--- src/rtl/key_pkg.sv ---
// key_pkg: shared state encoding and sizing helpers for the key debounce slice.
package key_pkg;

  typedef enum logic [1:0] {
    RELEASED   = 2'b00,
    DB_PRESS   = 2'b01,
    PRESSED    = 2'b10,
    DB_RELEASE = 2'b11
  } key_state_e;

  // Converts a duration in milliseconds to sys_clk cycles.
  function automatic int unsigned ms_to_cycles(input int unsigned clk_hz,
                                               input int unsigned ms);
    return (clk_hz / 1000) * ms;
  endfunction

  // Counter width that can hold n without wrapping.
  function automatic int unsigned cnt_width(input int unsigned n);
    return $clog2(n) + 1;
  endfunction

endpackage

--- src/rtl/key_debounce_ch.sv ---
// key_debounce_ch: one key channel -- 2-FF synchronizer, debounce FSM,
// long-press timer. Optional auto-repeat is enabled by KEY_AUTO_REPEAT_EN.
module key_debounce_ch
  import key_pkg::*;
#(
  parameter int unsigned DB_CNT = 4,
  parameter int unsigned LP_CNT = 20,
`ifdef KEY_AUTO_REPEAT_EN
  parameter int unsigned RP_CNT = 5,
`endif
  parameter int unsigned CW     = 6
) (
  input  logic sys_clk,
  input  logic rst,
  input  logic key_n_i,
  output logic key_level_o,
  output logic press_pulse_o,
  output logic release_pulse_o,
  output logic long_press_o
);

  localparam logic [CW-1:0] DB_MAX = CW'(DB_CNT);
  localparam logic [CW-1:0] LP_MAX = CW'(LP_CNT);

  logic [1:0]    sync;
  logic          s;
  key_state_e    state;
  logic [CW-1:0] db_cnt;
  logic [CW-1:0] lp_cnt;
  logic          long_done;

  assign s = sync[1];

  // Two-flop synchronizer; idles high so reset looks like a released key.
  always_ff @(posedge sys_clk or posedge rst) begin
    if (rst) sync <= 2'b11;
    else     sync <= {sync[0], key_n_i};
  end

`ifdef KEY_AUTO_REPEAT_EN
  localparam int unsigned   RW     = cnt_width(RP_CNT);
  localparam logic [RW-1:0] RP_MAX = RW'(RP_CNT);
  logic [RW-1:0] rp_cnt;
  logic          rp_fire;

  // Repeat timer: runs only while held after the long press, pauses during
  // release debounce, clears once the key is fully released.
  always_ff @(posedge sys_clk or posedge rst) begin
    if (rst) begin
      rp_cnt  <= '0;
    end else if (state == RELEASED || state == DB_PRESS) begin
      rp_cnt  <= '0;
    end else if (state == PRESSED && !s && long_done) begin
      if (rp_cnt + RW'(1) == RP_MAX) rp_cnt <= '0;
      else                            rp_cnt <= rp_cnt + RW'(1);
    end
  end

  assign rp_fire = (state == PRESSED) && !s && long_done &&
                   (rp_cnt + RW'(1) == RP_MAX);
`else
  logic rp_fire;
  assign rp_fire = 1'b0;
`endif

  // Debounce FSM with registered level and one-cycle event pulses.
  always_ff @(posedge sys_clk or posedge rst) begin
    if (rst) begin
      state           <= RELEASED;
      db_cnt          <= '0;
      lp_cnt          <= '0;
      long_done       <= 1'b0;
      key_level_o     <= 1'b1;
      press_pulse_o   <= 1'b0;
      release_pulse_o <= 1'b0;
      long_press_o    <= 1'b0;
    end else begin
      press_pulse_o   <= rp_fire;
      release_pulse_o <= 1'b0;
      long_press_o    <= 1'b0;
      case (state)
        RELEASED: begin
          if (!s) begin
            state  <= DB_PRESS;
            db_cnt <= CW'(1);
          end
        end
        DB_PRESS: begin
          if (s) begin
            state  <= RELEASED;
            db_cnt <= '0;
          end else if (db_cnt + CW'(1) == DB_MAX) begin
            state         <= PRESSED;
            db_cnt        <= '0;
            key_level_o   <= 1'b0;
            press_pulse_o <= 1'b1;
            lp_cnt        <= '0;
            long_done     <= 1'b0;
          end else begin
            db_cnt <= db_cnt + CW'(1);
          end
        end
        PRESSED: begin
          if (s) begin
            // Long counter is left untouched so a release bounce resumes it.
            state  <= DB_RELEASE;
            db_cnt <= CW'(1);
          end else begin
            if (lp_cnt != LP_MAX) lp_cnt <= lp_cnt + CW'(1);
            if (lp_cnt + CW'(1) == LP_MAX && !long_done) begin
              long_press_o <= 1'b1;
              long_done    <= 1'b1;
            end
          end
        end
        DB_RELEASE: begin
          if (!s) begin
            state  <= PRESSED;
            db_cnt <= '0;
          end else if (db_cnt + CW'(1) == DB_MAX) begin
            state           <= RELEASED;
            db_cnt          <= '0;
            key_level_o     <= 1'b1;
            release_pulse_o <= 1'b1;
          end else begin
            db_cnt <= db_cnt + CW'(1);
          end
        end
        default: state <= RELEASED;
      endcase
    end
  end

endmodule

--- src/rtl/key_debounce.sv ---
// key_debounce: NUM_KEYS independent debounce channels for active-low keys.
// Optional auto-repeat of press pulses is enabled by KEY_AUTO_REPEAT_EN.
module key_debounce
  import key_pkg::*;
#(
  parameter int unsigned NUM_KEYS      = 2,
  parameter int unsigned CLK_FREQ_HZ   = 50_000_000,
  parameter int unsigned DEBOUNCE_MS   = 20,
`ifdef KEY_AUTO_REPEAT_EN
  parameter int unsigned REPEAT_MS     = 200,
`endif
  parameter int unsigned LONG_PRESS_MS = 1000
) (
  input  logic                sys_clk,
  input  logic                rst,
  input  logic [NUM_KEYS-1:0] key_n_i,
  output logic [NUM_KEYS-1:0] key_level_o,
  output logic [NUM_KEYS-1:0] press_pulse_o,
  output logic [NUM_KEYS-1:0] release_pulse_o,
  output logic [NUM_KEYS-1:0] long_press_o
);

  localparam int unsigned DB_CNT = ms_to_cycles(CLK_FREQ_HZ, DEBOUNCE_MS);
  localparam int unsigned LP_CNT = ms_to_cycles(CLK_FREQ_HZ, LONG_PRESS_MS);
  localparam int unsigned CW     = cnt_width(LP_CNT);
`ifdef KEY_AUTO_REPEAT_EN
  localparam int unsigned RP_CNT = ms_to_cycles(CLK_FREQ_HZ, REPEAT_MS);
`endif

  // One channel per key; channels share only clock and reset.
  for (genvar i = 0; i < NUM_KEYS; i++) begin : g_ch
    key_debounce_ch #(
      .DB_CNT (DB_CNT),
      .LP_CNT (LP_CNT),
`ifdef KEY_AUTO_REPEAT_EN
      .RP_CNT (RP_CNT),
`endif
      .CW     (CW)
    ) u_ch (
      .sys_clk         (sys_clk),
      .rst             (rst),
      .key_n_i         (key_n_i[i]),
      .key_level_o     (key_level_o[i]),
      .press_pulse_o   (press_pulse_o[i]),
      .release_pulse_o (release_pulse_o[i]),
      .long_press_o    (long_press_o[i])
    );
  end

endmodule

--- config.mk ---
export PLATFORM = sky130hd
export DESIGN_NAME = key_debounce
export DESIGN_NICKNAME = d
export VERILOG_FILES = /design/src/rtl/key_pkg.sv /design/src/rtl/key_debounce_ch.sv /design/src/rtl/key_debounce.sv
export SDC_FILE = /design/constraint.sdc
export NUM_CORES = 1
export LEC_CHECK = 0
export ABC_CLOCK_PERIOD_IN_PS = 8580
export CAP_MARGIN = 20
export CORE_UTILIZATION = 60
export DETAILED_ROUTE_END_ITERATION = 10
export PLACE_DENSITY = 0.74
export SLEW_MARGIN = 30
export SYNTH_ARGS = -nofsm -noshare
export SYNTH_HDL_FRONTEND = slang
export SYNTH_HIERARCHICAL = 1
export SYNTH_SLANG_ARGS = --single-unit
--- constraint.sdc ---
create_clock -name sys_clk -period 8.58 [get_ports sys_clk]
set_input_delay 1.716 -clock sys_clk [delete_from_list [all_inputs] [get_ports sys_clk]]
set_output_delay 1.716 -clock sys_clk [all_outputs]
set_load 0.03 [all_outputs]
Word-level counts from Yosys, hierarchy flattened
Cells that the tools add are included.
{"block": "word_totals", "word_cells": 144, "input_bits": 4, "register_bits": 126}
{"block": "op_classes", "n_eq_ne": 34, "n_addsub": 4, "mux": 68, "reduce_logical": 20}
{"cell": "$mux 27", "count": 18}
{"cell": "$pmux 27 s4", "count": 2}
{"cell": "$add 27x1->27 const B", "count": 4}
{"cell": "$pmux 27 s2", "count": 2}
{"cell": "$eq 27x20->1 const B", "count": 2}
{"cell": "$eq 27x26->1 const B", "count": 2}
{"cell": "$ne 27x26->1 const B", "count": 2}
{"cell": "$reduce_and 5->1", "count": 6}
{"cell": "$mux 1", "count": 28}
{"cell": "$mux 2", "count": 12}
{"cell": "$ne 2x1->1 const B", "count": 12}
{"cell": "$pmux 2 s4", "count": 2}
{"cell": "$ne 2x2->1 const B", "count": 6}
{"cell": "$eq 2x2->1 const B", "count": 4}
{"cell": "$pmux 1 s2", "count": 4}
{"cell": "$reduce_and 4->1", "count": 2}
{"cell": "$reduce_bool 2->1", "count": 4}
{"cell": "$ne 3x1->1 const B", "count": 2}
{"cell": "$ne 3x3->1 const B", "count": 2}
{"cell": "$eq 2x1->1 const B", "count": 2}
{"cell": "$logic_not 2->1", "count": 2}
{"cell": "$reduce_and 2->1", "count": 2}
{"cell": "$logic_and 1x1->1", "count": 2}
{"cell": "$logic_not 1->1", "count": 2}

Longest topological paths before layout
Gate-level depths: netlist of run 1.
{"block": "depth", "depth_word": 6, "mapped_depth": 12, "ltp_nobuf": 10}

Modules after synthesis
Netlist of run 1, hierarchy kept.
{"mod": "key_debounce_ch at g_ch[0].u_ch", "n_inst": 1, "area_each_um2": 4453.0, "cells_per_inst": 566}
{"mod": "key_debounce_ch at g_ch[1].u_ch", "n_inst": 1, "area_each_um2": 4211.5, "cells_per_inst": 492}

Least setup slack after synthesis of run 1
OpenSTA, ideal clock, no wires.
{"block": "synth_path", "path_kind": "flip-flop to flip-flop", "from": "register g_ch[0].u_ch.db_cnt[0]", "to": "register g_ch[0].u_ch.lp_cnt[26]", "path_buffers": 1, "arrival_time_ns": 2.605, "path_stages_with_launch": 10, "setup_ns": 0.124, "slack_ns": 5.852, "synth_period_minus_slack_ns": 2.728, "path_cell_list": "dfrtp_1 > ha_1 > nand3_1 > or3_4 > or3b_4 > a2111oi_4 > nand3_4 > nor3_4 > buf_6 > o21bai_2"}
{"block": "synth_via", "elab_chain_len": 4}
{"element": "start: declaration", "line_no": "key_debounce_ch.sv:28", "text": "logic [CW-1:0] db_cnt;"}
{"element": "start signal: assignment", "line_no": "key_debounce_ch.sv:100", "text": "db_cnt <= db_cnt + CW'(1);"}
{"element": "start signal: assignment", "line_no": "key_debounce_ch.sv:126", "text": "db_cnt <= db_cnt + CW'(1);"}
{"element": "$add 27x1->27", "line_no": "key_debounce_ch.sv:92", "text": "end else if (db_cnt + CW'(1) == DB_MAX) begin"}
{"element": "$eq 27x20->1", "line_no": "key_debounce_ch.sv:92"}
{"element": "$ne 2x1->1 (no line)"}
{"element": "$reduce_and 5->1 (no line)"}
{"element": "end signal: assignment", "line_no": "key_debounce_ch.sv:109", "text": "if (lp_cnt != LP_MAX) lp_cnt <= lp_cnt + CW'(1);"}
{"element": "end: declaration", "line_no": "key_debounce_ch.sv:29", "text": "logic [CW-1:0] lp_cnt;"}
Every way passes these cells.
A chain may end at the register's enable or synchronous reset.

Worst setup path in the final report of run 1
{"block": "layout_path", "from": "register g_ch[1].u_ch.db_cnt[0]", "to": "register g_ch[1].u_ch.lp_cnt[17]"}
{"block": "layout_via", "elab_chain_len": 4}
{"element": "start: declaration", "line_no": "key_debounce_ch.sv:28"}
{"element": "start signal: assignment", "line_no": "key_debounce_ch.sv:100"}
{"element": "start signal: assignment", "line_no": "key_debounce_ch.sv:126"}
{"element": "$add 27x1->27", "line_no": "key_debounce_ch.sv:92"}
{"element": "$eq 27x20->1", "line_no": "key_debounce_ch.sv:92"}
{"element": "$ne 2x1->1 (no line)"}
{"element": "$reduce_and 5->1 (no line)"}
{"element": "end signal: assignment", "line_no": "key_debounce_ch.sv:109"}
{"element": "end: declaration", "line_no": "key_debounce_ch.sv:29"}
Every way passes these cells.

==> summary.md, run 1 <==
| Metric | Value |
|---|---|
| Sink Count | `126` |
| Area grow syn2layout | `7.73%` |
| Leakage | `3.65 nW` |
| Post-route setup TNS | `0 ps` |
| DR iter-0 viols | `735` |
| Clk_skew | `8.44 ps` |
| Top-count cell post-synth | `nand2_1` |
| GP Congestion | `0.855` |
| Mapped Area | `8660 sq um` |
| PostCTS Resize Cnt | `0` |
| Ys async rst share | `100%` |
| FP Rows | `43` |
| Post-synth cell types | `85` |
| Avg Inst Size Synth | `8.19 sq um` |
| Port Buffers | `11` |
| Pwr Density | `154 nW/um^2` |
| Via Count | `7633` |
| Syn nets | `1071` |
| Clk root buf | `clkbuf_16` |
| Run status | `finished clean` |
| Largest family of logic cells by synthesized area | `simple AND/OR/NAND/NOR gates` |
| Vias per Instance | `6.30` |
| Multiplexer area fraction after synthesis | `2.19%` |
| Final count of pins violating max slew | `0` |
| CP max FO | `21` |
| Worst Hold Class | `flip-flop to flip-flop` |
| Fillers | `1181` |
| Core ar. | `14000 sq um` |
| Worst-path clk slew | `60 ps` |
| Number of nets with antenna violations after routing | `0` |
| Max Root-Sink Buffers | `2` |
| Worst slew pin tran | `904 ps` |
| DRC errors left | `0` |
| CP Capture Type | `flip-flop` |
| I/O pins | `12` |
| Synth area leaders | `dfrtp_1, nand2_1, nand3_1` |
| Worst-Skew Late Latency | `430 ps` |
| Sequential share of the synthesized area | `36.5%` |
| Synth Area in XOR/XNOR | `3.13%` |
| RSZ-0062 raised after global routing | `no` |
| Worst EP required | `8860 ps` |
| Fin worst setup slack | `4560 ps` |
| DIE HEIGHT | `122 um` |
| H-tree depth | `4` |
| Final Critical Period | `4020 ps` |
| DR WL/cell | `16.4 um` |
| Initial antenna violation count | `0` |
| Gate count after technology mapping | `1058` |
| Most instantiated cells after synthesis | `nand2_1, dfrtp_1, nand3_1` |
| Worst vdd ir | `0.000150 V` |
| Final Hold Vio Count | `0` |
| Share of the synthesized area in the top cell type | `34.7%` |
| Pin count of the biggest net entering global routing | `64` |
| Total CTS buffers | `17` |
| DR pass1 iterations | `5` |
| Final number of setup-violating endpoints | `0` |
| Pre-CTS setup slack | `4720 ps` |
| Synth area leader | `dfrtp_1` |
| Starting Density | `61.9%` |
| Post-Synth Simple-Gate Area | `33.0%` |
| Rel. slew slack | `39.6%` |
| Tot GR Track Use | `29.1%` |
| Main synth FF type | `dfrtp_1` |
| Layout cells sized above 1 | `9.60%` |
| Vias in the first global route | `7241` |
| WP data arrival | `4300 ps` |
| Compound-gate portion of the synthesized area | `18.8%` |
| Core Util, Final | `66.7%` |
| Remaining Overflow, GRT | `0` |
| CP startpoint kind | `flip-flop` |
| Fin nets | `1031` |
| TritonCTS clock tree | `yes` |
| Hold Buf Count CTS | `0` |
| Post-synth EDFFs | `0` |
| MaxCap Viol Count | `0` |
| Final Cycle Share | `46.9%` |
| Antenna cells | `0` |
| Die Span X | `122 um` |
| Post CTS Setup Buffer Count | `0` |
| Ys Warns | `6` |
| Final WL | `19.9 mm` |
| Detailed-placement wirelength estimate | `12.9 mm` |
| CP Class | `flip-flop to flip-flop` |
| Adder-cell area share of the yosys netlist | `1.30%` |
| Synth Register Bits | `126` |
| First-pass GRT wire length | `34.8 mm` |
| FMAX | `249 MHz` |
| Die ar. | `14900 sq um` |
## where the power goes
part	internal, mW	leakage (nW)	switching [mW]	total, mW
sequential	0.600	1.73	0.0103	0.610
clock	0.507	0.305	0.269	0.776
combinational	0.0136	1.62	0.0362	0.0497
total	1.12	3.65	0.316	1.44
## worst paths after layout
check	from	to	slack, ps	cells past startpoint
setup / recovery	g_ch[1].u_ch/db_cnt[0]$_DFFE_PP0P_	g_ch[1].u_ch/lp_cnt[17]$_DFFE_PP0P_	4560	9
hold / removal	g_ch[1].u_ch/sync[0]$_DFF_PP1_	g_ch[1].u_ch/sync[1]$_DFF_PP1_	350	0
setup reg to reg	g_ch[1].u_ch/db_cnt[0]$_DFFE_PP0P_	g_ch[1].u_ch/lp_cnt[17]$_DFFE_PP0P_	4560	9
hold reg to reg	g_ch[1].u_ch/sync[0]$_DFF_PP1_	g_ch[1].u_ch/sync[1]$_DFF_PP1_	350	0
max in group asynchronous	rst	g_ch[0].u_ch/lp_cnt[1]$_DFFE_PP0P_	6130	3
min in group asynchronous	rst	g_ch[1].u_ch/db_cnt[5]$_DFFE_PP0P_	1870	3
## metal layers
layer | GRT usage [%] | part of all wire (%)
met5 | 0 | 0
met4 | 9.76 | 1.2
met3 | 5.57 | 3.6
met2 | 44.6 | 45
met1 | 41.2 | 50
## flip-flops by register name, summed over array words and instances, names as in the netlist, named ones only
register and cells:
g_ch.u_ch/key_level_o 2, g_ch.u_ch/db_cnt 54, g_ch.u_ch/sync 4, g_ch.u_ch/state 2
g_ch.u_ch/press_pulse_o 2, g_ch.u_ch/long_done 2, g_ch.u_ch/lp_cnt 54, g_ch.u_ch/release_pulse_o 2
g_ch.u_ch/long_press_o 2
## area by class of cell
type                            count  area, sq um  share of cell area, %
Multi-Input combinational cell    833         5070                   54.3
Clock buffer                       21          470                   5.04
Tap cell                          180          225                   2.41
Clock inverter                     11          163                   1.74
Inverter                           21         78.8                  0.845
Timing Repair Buffer               19          170                   1.82
Sequential cell                   126         3160                   33.9
## worst max-delay path, cell delays in order, from the launching register on
cell and delay (ps):
dfrtp_1 520, ha_1 470, nand4_1 200, nor3_2 490, and3_1 300, a31oi_2 130
nor4_1 430, nand4_1 790, nand3_1 360, o21ai_0 160
## cells by family (layout without fill, tap and decap cells)
family / count (synthesis) / after routing
mux: 18 / 18
xor+xnor: 31 / 31
simple gates: 525 / 525
flops: 126 / 126
compound gates: 250 / 250
fa+ha+maj: 9 / 9
buf+inv: 99 / 72
## layout by cell type, fill, tap and decap left out, types with 11 or more instances in the layout
cell type        count
a21oi_1             61
mux2i_1             13
dfrtp_1            120
and2_1              13
nor4_1              12
and3_1              29
inv_1               19
o21ai_0             74
nor2_1              59
xnor2_1             18
o31ai_1             11
xor2_1              13
and4_1              16
clkbuf_16           17
nand2_1            162
or3_1               27
clkdlybuf4s50_1     11
nand3_1             94
nor3_1              22
nand4_1             28
## through the flow
stage               instances  power [mW]  hold WS, ps  area [sq um]
global placement         1179       0.669          347          8700
finish                   1211        1.44          354          9330
detailed placement       1179       0.670          347          8700
global route             1211        1.48          359          9330
floorplan                1058       0.656          345          8660
CTS                      1211        1.45          355          9330
Note: power is estimated with default switching activity, not from simulation.
==> run 2, diff against run 1 <==
- ABC_CLOCK_PERIOD_IN_PS: 8580 -> 4140
- clock period: 8.58 -> 4.14 ns (I/O delays scaled with it)
==> summary.md, run 2 (synthesis gave the netlist of run 1 again) <==
| Metric | Value |
|---|---|
| Run status | `finished clean` |
| Final number of setup-violating endpoints | `0` |
| H-tree depth | `4` |
| Worst slew pin tran | `847 ps` |
| TritonCTS clock tree | `yes` |
| I/O pins | `12` |
| Post-route setup TNS | `0 ps` |
| DIE HEIGHT | `122 um` |
| Antenna cells | `0` |
| Total CTS buffers | `17` |
| Most frequent cells in the layout | `nand2_1, dfrtp_1, nand3_1, o21ai_0, a21oi_1` |
| Largest registers | `g_ch.u_ch/db_cnt (54), g_ch.u_ch/lp_cnt (54), g_ch.u_ch/sync (4)` |
| CP Class | `flip-flop to flip-flop` |
| DR iter-0 viols | `724` |
| Leakage | `3.64 nW` |
| WP data arrival | `4040 ps` |
| Fin worst setup slack | `451 ps` |
| Via Count | `7768` |
| Die Span X | `122 um` |
| DR WL/cell | `16.5 um` |
| Vias per Instance | `6.40` |
| Final Critical Period | `3690 ps` |
| Critical path's largest stage delay | `590 ps` |
| Fin nets | `1034` |
| Hold Buf Count CTS | `0` |
| Vias in the first global route | `7284` |
| Initial antenna violation count | `0` |
| GP Congestion | `0.874` |
| Worst-Skew Late Latency | `420 ps` |
| Number of nets with antenna violations after routing | `0` |
| Final Cycle Share | `89.1%` |
| Pin count of the biggest net entering global routing | `50` |
| Port Buffers | `11` |
| Worst Reg-to-Reg Cells | `10` |
| Commonest non-fill, non-tap cell in the layout | `nand2_1` |
| Clk_skew | `6.77 ps` |
| Clk root buf | `clkbuf_16` |
| First-pass GRT wire length | `35.2 mm` |
| PostCTS Resize Cnt | `0` |
| Pre-CTS setup slack | `544 ps` |
| Worst EP required | `4490 ps` |
| Area grow syn2layout | `7.32%` |
| Layout cells sized above 1 | `9.48%` |
| Sink Count | `126` |
| Detailed-placement wirelength estimate | `13.1 mm` |
| DR pass1 iterations | `7` |
| Worst-path clk slew | `50 ps` |
| CP max-delay cell | `a21oi_2` |
| Final Hold Vio Count | `0` |
| Worst vdd ir | `0.000311 V` |
| DRC errors left | `0` |
| Remaining Overflow, GRT | `0` |
| CP Capture Type | `flip-flop` |
| Die ar. | `14900 sq um` |
| RSZ-0062 raised after global routing | `no` |
| Hold Startpoint | `g_ch[1].u_ch/sync[0]$_DFF_PP1_` |
| FP Rows | `43` |
| Final count of pins violating max slew | `0` |
| Register-to-Register Setup Slack | `450 ps` |
| Max Root-Sink Buffers | `2` |
| Rel. slew slack | `43.4%` |
| Hold EP | `g_ch[1].u_ch/sync[1]$_DFF_PP1_` |
| Pwr Density | `304 nW/um^2` |
| Worst-path cell chain | `ha_1, nand4_1, nor3_2, a21boi_0, o221ai_1, nor3_4, a21oi_2, buf_4, a21o_1, a22o_1` |
| Core ar. | `14000 sq um` |
| CP startpoint kind | `flip-flop` |
| Worst Hold Class | `flip-flop to flip-flop` |
| FMAX | `271 MHz` |
| Tot GR Track Use | `29.4%` |
| Starting Density | `61.9%` |
| CP max FO | `23` |
| Worst R2R Start | `g_ch[1].u_ch/db_cnt[0]$_DFFE_PP0P_` |
| Final WL | `20.0 mm` |
| R2R Path End | `g_ch[1].u_ch/db_cnt[5]$_DFFE_PP0P_` |
| MaxCap Viol Count | `0` |
| Post CTS Setup Buffer Count | `0` |
| Hold Crit Depth | `0` |
| Core Util, Final | `66.5%` |
## run 2: cell types whose count changed in the layout (fill, tap and decap cells not counted)
cell	before	now
buf_4	8	11
bufinv_16	4	2
clkbuf_1	1	5
clkinvlp_4	3	1
inv_2	2	1
inv_4	0	1
## run 2: per-stage QoR
| stage | std cells | cell area, sq um | power, mW | hold slack (ps) |
|---|---|---|---|---|
| floorplan | 1058 | 8660 | 1.36 | 345 |
| global placement | 1182 | 8720 | 1.39 | 346 |
| detailed placement | 1182 | 8730 | 1.39 | 347 |
| CTS | 1214 | 9300 | 2.85 | 355 |
| global route | 1214 | 9300 | 2.93 | 358 |
| finish | 1214 | 9300 | 2.82 | 354 |
## run 2: worst max-delay path by stage
stage,from,end,depth (start not counted)
3_3_place_gp,g_ch[1].u_ch/db_cnt[0]$_DFFE_PP0P_,g_ch[1].u_ch/db_cnt[5]$_DFFE_PP0P_,10
2_1_floorplan,g_ch[0].u_ch/db_cnt[0]$_DFFE_PP0P_,g_ch[0].u_ch/lp_cnt[26]$_DFFE_PP0P_,9
5_1_grt,g_ch[1].u_ch/db_cnt[0]$_DFFE_PP0P_,g_ch[1].u_ch/db_cnt[14]$_DFFE_PP0P_,10
3_5_place_dp,g_ch[1].u_ch/db_cnt[0]$_DFFE_PP0P_,g_ch[1].u_ch/db_cnt[5]$_DFFE_PP0P_,10
6_report,g_ch[1].u_ch/db_cnt[0]$_DFFE_PP0P_,g_ch[1].u_ch/db_cnt[5]$_DFFE_PP0P_,10
4_1_cts,g_ch[1].u_ch/db_cnt[0]$_DFFE_PP0P_,g_ch[1].u_ch/db_cnt[5]$_DFFE_PP0P_,10
## run 2: power by group
group	total, mW	switching [mW]	internal, mW
Clock	1.45	0.524	0.930
Combinational	0.104	0.0753	0.0290
Sequential	1.27	0.0216	1.24
Total	2.82	0.621	2.20
## run 2: final cells by class
type                    instances  area [sq um]
clock buffers                  25           485
clock inverters                 7          87.6
fillers                      1214          4690
inverters                      21          81.3
multi-input cells             833          5070
flip-flops and latches        126          3160
well taps                     180           225
repair buffers                 22           193
## run 2: critical path, delay by kind of cell, from the launching register on
kind,cells,cell delay (ps)
AO/OA/AOI/OAI,5,1410
AND/OR/NAND/NOR,3,810
flip-flops,1,530
adder cells (fa/ha/maj),1,470
buffers and inverters,1,390
## run 2: layer usage
metal  routed length [um]  global-route usage [%]
met1                 9880                    42.0
met2                 9120                    45.1
met3                  857                    5.52
met4                  196                    8.84
met5                    0                       0
==> run 3, diff against run 2 <==
- ABC_CLOCK_PERIOD_IN_PS: 4140 -> 4250
- clock period: 4.14 -> 4.25 ns (I/O delays scaled with it)
==> summary.md, run 3 (synthesis gave the netlist of run 1 again) <==
| Metric | Value |
|---|---|
| Max Root-Sink Buffers | `2` |
| Die Span X | `122 um` |
| DIE HEIGHT | `122 um` |
| Core ar. | `14000 sq um` |
| Worst EP required | `4610 ps` |
| PostCTS Resize Cnt | `0` |
| Critical path's largest stage delay | `610 ps` |
| Pwr Density | `303 nW/um^2` |
| Fin nets | `1034` |
| Worst-Skew Late Latency | `430 ps` |
| Clk_skew | `8.74 ps` |
| Starting Density | `61.9%` |
| Remaining Overflow, GRT | `0` |
| Post-route setup TNS | `0 ps` |
| CP Capture Type | `flip-flop` |
| Worst slew pin tran | `853 ps` |
| Worst Hold Class | `flip-flop to flip-flop` |
| Most frequent cells in the layout | `nand2_1, dfrtp_1, nand3_1, o21ai_0, a21oi_1` |
| Largest registers | `g_ch.u_ch/db_cnt (54), g_ch.u_ch/lp_cnt (54), g_ch.u_ch/sync (4)` |
| DRC errors left | `0` |
| H-tree depth | `4` |
| TritonCTS clock tree | `yes` |
| Post CTS Setup Buffer Count | `0` |
| Initial antenna violation count | `0` |
| Worst-path clk slew | `60 ps` |
| Final Hold Vio Count | `0` |
| Port Buffers | `11` |
| Rel. slew slack | `42.9%` |
| FMAX | `270 MHz` |
| DR WL/cell | `16.4 um` |
| Clk root buf | `clkbuf_16` |
| Final number of setup-violating endpoints | `0` |
| Number of nets with antenna violations after routing | `0` |
| CP Buf/Inv Count | `1` |
| CP delay by family, top | `compound AO/OA/AOI/OAI gates` |
| RSZ-0062 raised after global routing | `no` |
| Detailed-placement wirelength estimate | `12.8 mm` |
| Pin count of the biggest net entering global routing | `50` |
| Final cell count without fillers | `1214` |
| Vias per Instance | `6.39` |
| Pwr Total | `2.83 mW` |
| Cells after DPL | `1182` |
| Hold Buf Count CTS | `0` |
| DR pass1 iterations | `6` |
| Final Cycle Share | `87.0%` |
| First-pass GRT wire length | `33.9 mm` |
| Final count of pins violating max slew | `0` |
| GP Congestion | `0.879` |
| Vias in the first global route | `7099` |
| I/O pins | `12` |
| Leakage | `3.65 nW` |
| Commonest non-fill, non-tap cell in the layout | `nand2_1` |
| DR iter-0 viols | `853` |
| CP Class | `flip-flop to flip-flop` |
| Tot GR Track Use | `28.5%` |
| Fillers | `1150` |
| FP Rows | `43` |
| Die ar. | `14900 sq um` |
| Final WL | `20.0 mm` |
| Worst-path cell chain | `ha_1, nand4_1, nor3_2, a21boi_0, o221ai_1, nor3_4, a21oi_2, buf_4, a21o_1, a22o_1` |
| MaxCap Viol Count | `0` |
| Final Critical Period | `3700 ps` |
| Sink Count | `126` |
| CP max FO | `23` |
| Worst vdd ir | `0.000290 V` |
| Layout cells sized above 1 | `9.86%` |
| Via Count | `7760` |
| CP startpoint kind | `flip-flop` |
| Area grow syn2layout | `7.74%` |
| Total CTS buffers | `17` |
| WP data arrival | `4060 ps` |
| Antenna cells | `0` |
| Run status | `finished clean` |
| CP max-delay cell | `a21oi_2` |
-- run 3: cell types whose count changed in the layout (fill, tap and decap cells not counted) --
cell        previous run  this run
bufinv_16              2         3
clkinvlp_4             1         3
clkbuf_1               5         1
clkinv_2               4         2
clkbuf_8               3         1
clkinv_4               0         5
-- run 3: path summary, 6_finish.rpt --
kind | to | slack (ps) | from | depth (start not counted)
min in group asynchronous | g_ch[0].u_ch/db_cnt[21]$_DFFE_PP0P_ | 820 | rst | 2
max | g_ch[1].u_ch/db_cnt[5]$_DFFE_PP0P_ | 550 | g_ch[1].u_ch/db_cnt[0]$_DFFE_PP0P_ | 10
min reg2reg | g_ch[1].u_ch/sync[1]$_DFF_PP1_ | 350 | g_ch[1].u_ch/sync[0]$_DFF_PP1_ | 0
max reg2reg | g_ch[1].u_ch/db_cnt[5]$_DFFE_PP0P_ | 550 | g_ch[1].u_ch/db_cnt[0]$_DFFE_PP0P_ | 10
max in group asynchronous | g_ch[0].u_ch/lp_cnt[16]$_DFFE_PP0P_ | 2490 | rst | 3
min | g_ch[1].u_ch/sync[1]$_DFF_PP1_ | 350 | g_ch[1].u_ch/sync[0]$_DFF_PP1_ | 0
-- run 3: layout make-up --
| cell class | instances | area [sq um] | area share, % |
|---|---|---|---|
| clock inverters | 13 | 166 | 1.78 |
| clock buffers | 19 | 443 | 4.74 |
| inverters | 21 | 81.3 | 0.871 |
| well taps | 180 | 225 | 2.41 |
| multi-input cells | 833 | 5070 | 54.3 |
| flip-flops and latches | 126 | 3160 | 33.9 |
| repair buffers | 22 | 193 | 2.06 |
-- run 3: worst reg2reg max path, stage by stage (launching register included) --
cell and delay (ps):
dfrtp_1 520, ha_1 450, nand4_1 210, nor3_2 490
a21boi_0 230, o221ai_1 320, nor3_4 120, a21oi_2 610
buf_4 400, a21o_1 160, a22o_1 120
-- run 3: metal layers --
metal	vias to the layer above	GRT usage, %	routed length (um)
li1	3822	-	-
met1	3710	39.9	9680
met2	204	44.3	9090
met3	24	5.62	938
met4	0	8.92	247
met5	-	0	0
-- run 3: where the power goes --
group / switching, mW / internal (mW)
Clock: 0.556 / 0.938
Sequential: 0.0204 / 1.21
Combinational: 0.0740 / 0.0282
-- run 3: stage by stage --
| step | setup WS [ps] | hold WS (ps) | util (%) | area (sq um) |
|---|---|---|---|---|
| 2_1_floorplan | 1520 | 345 | - | 8660 |
| 3_3_place_gp | 776 | 346 | 62.4 | 8720 |
| 3_5_place_dp | 650 | 347 | 62.4 | 8730 |
| 4_1_cts | 644 | 356 | 66.7 | 9340 |
| 5_1_grt | 156 | 364 | 66.7 | 9340 |
| 6_report | 551 | 355 | 66.7 | 9340 |
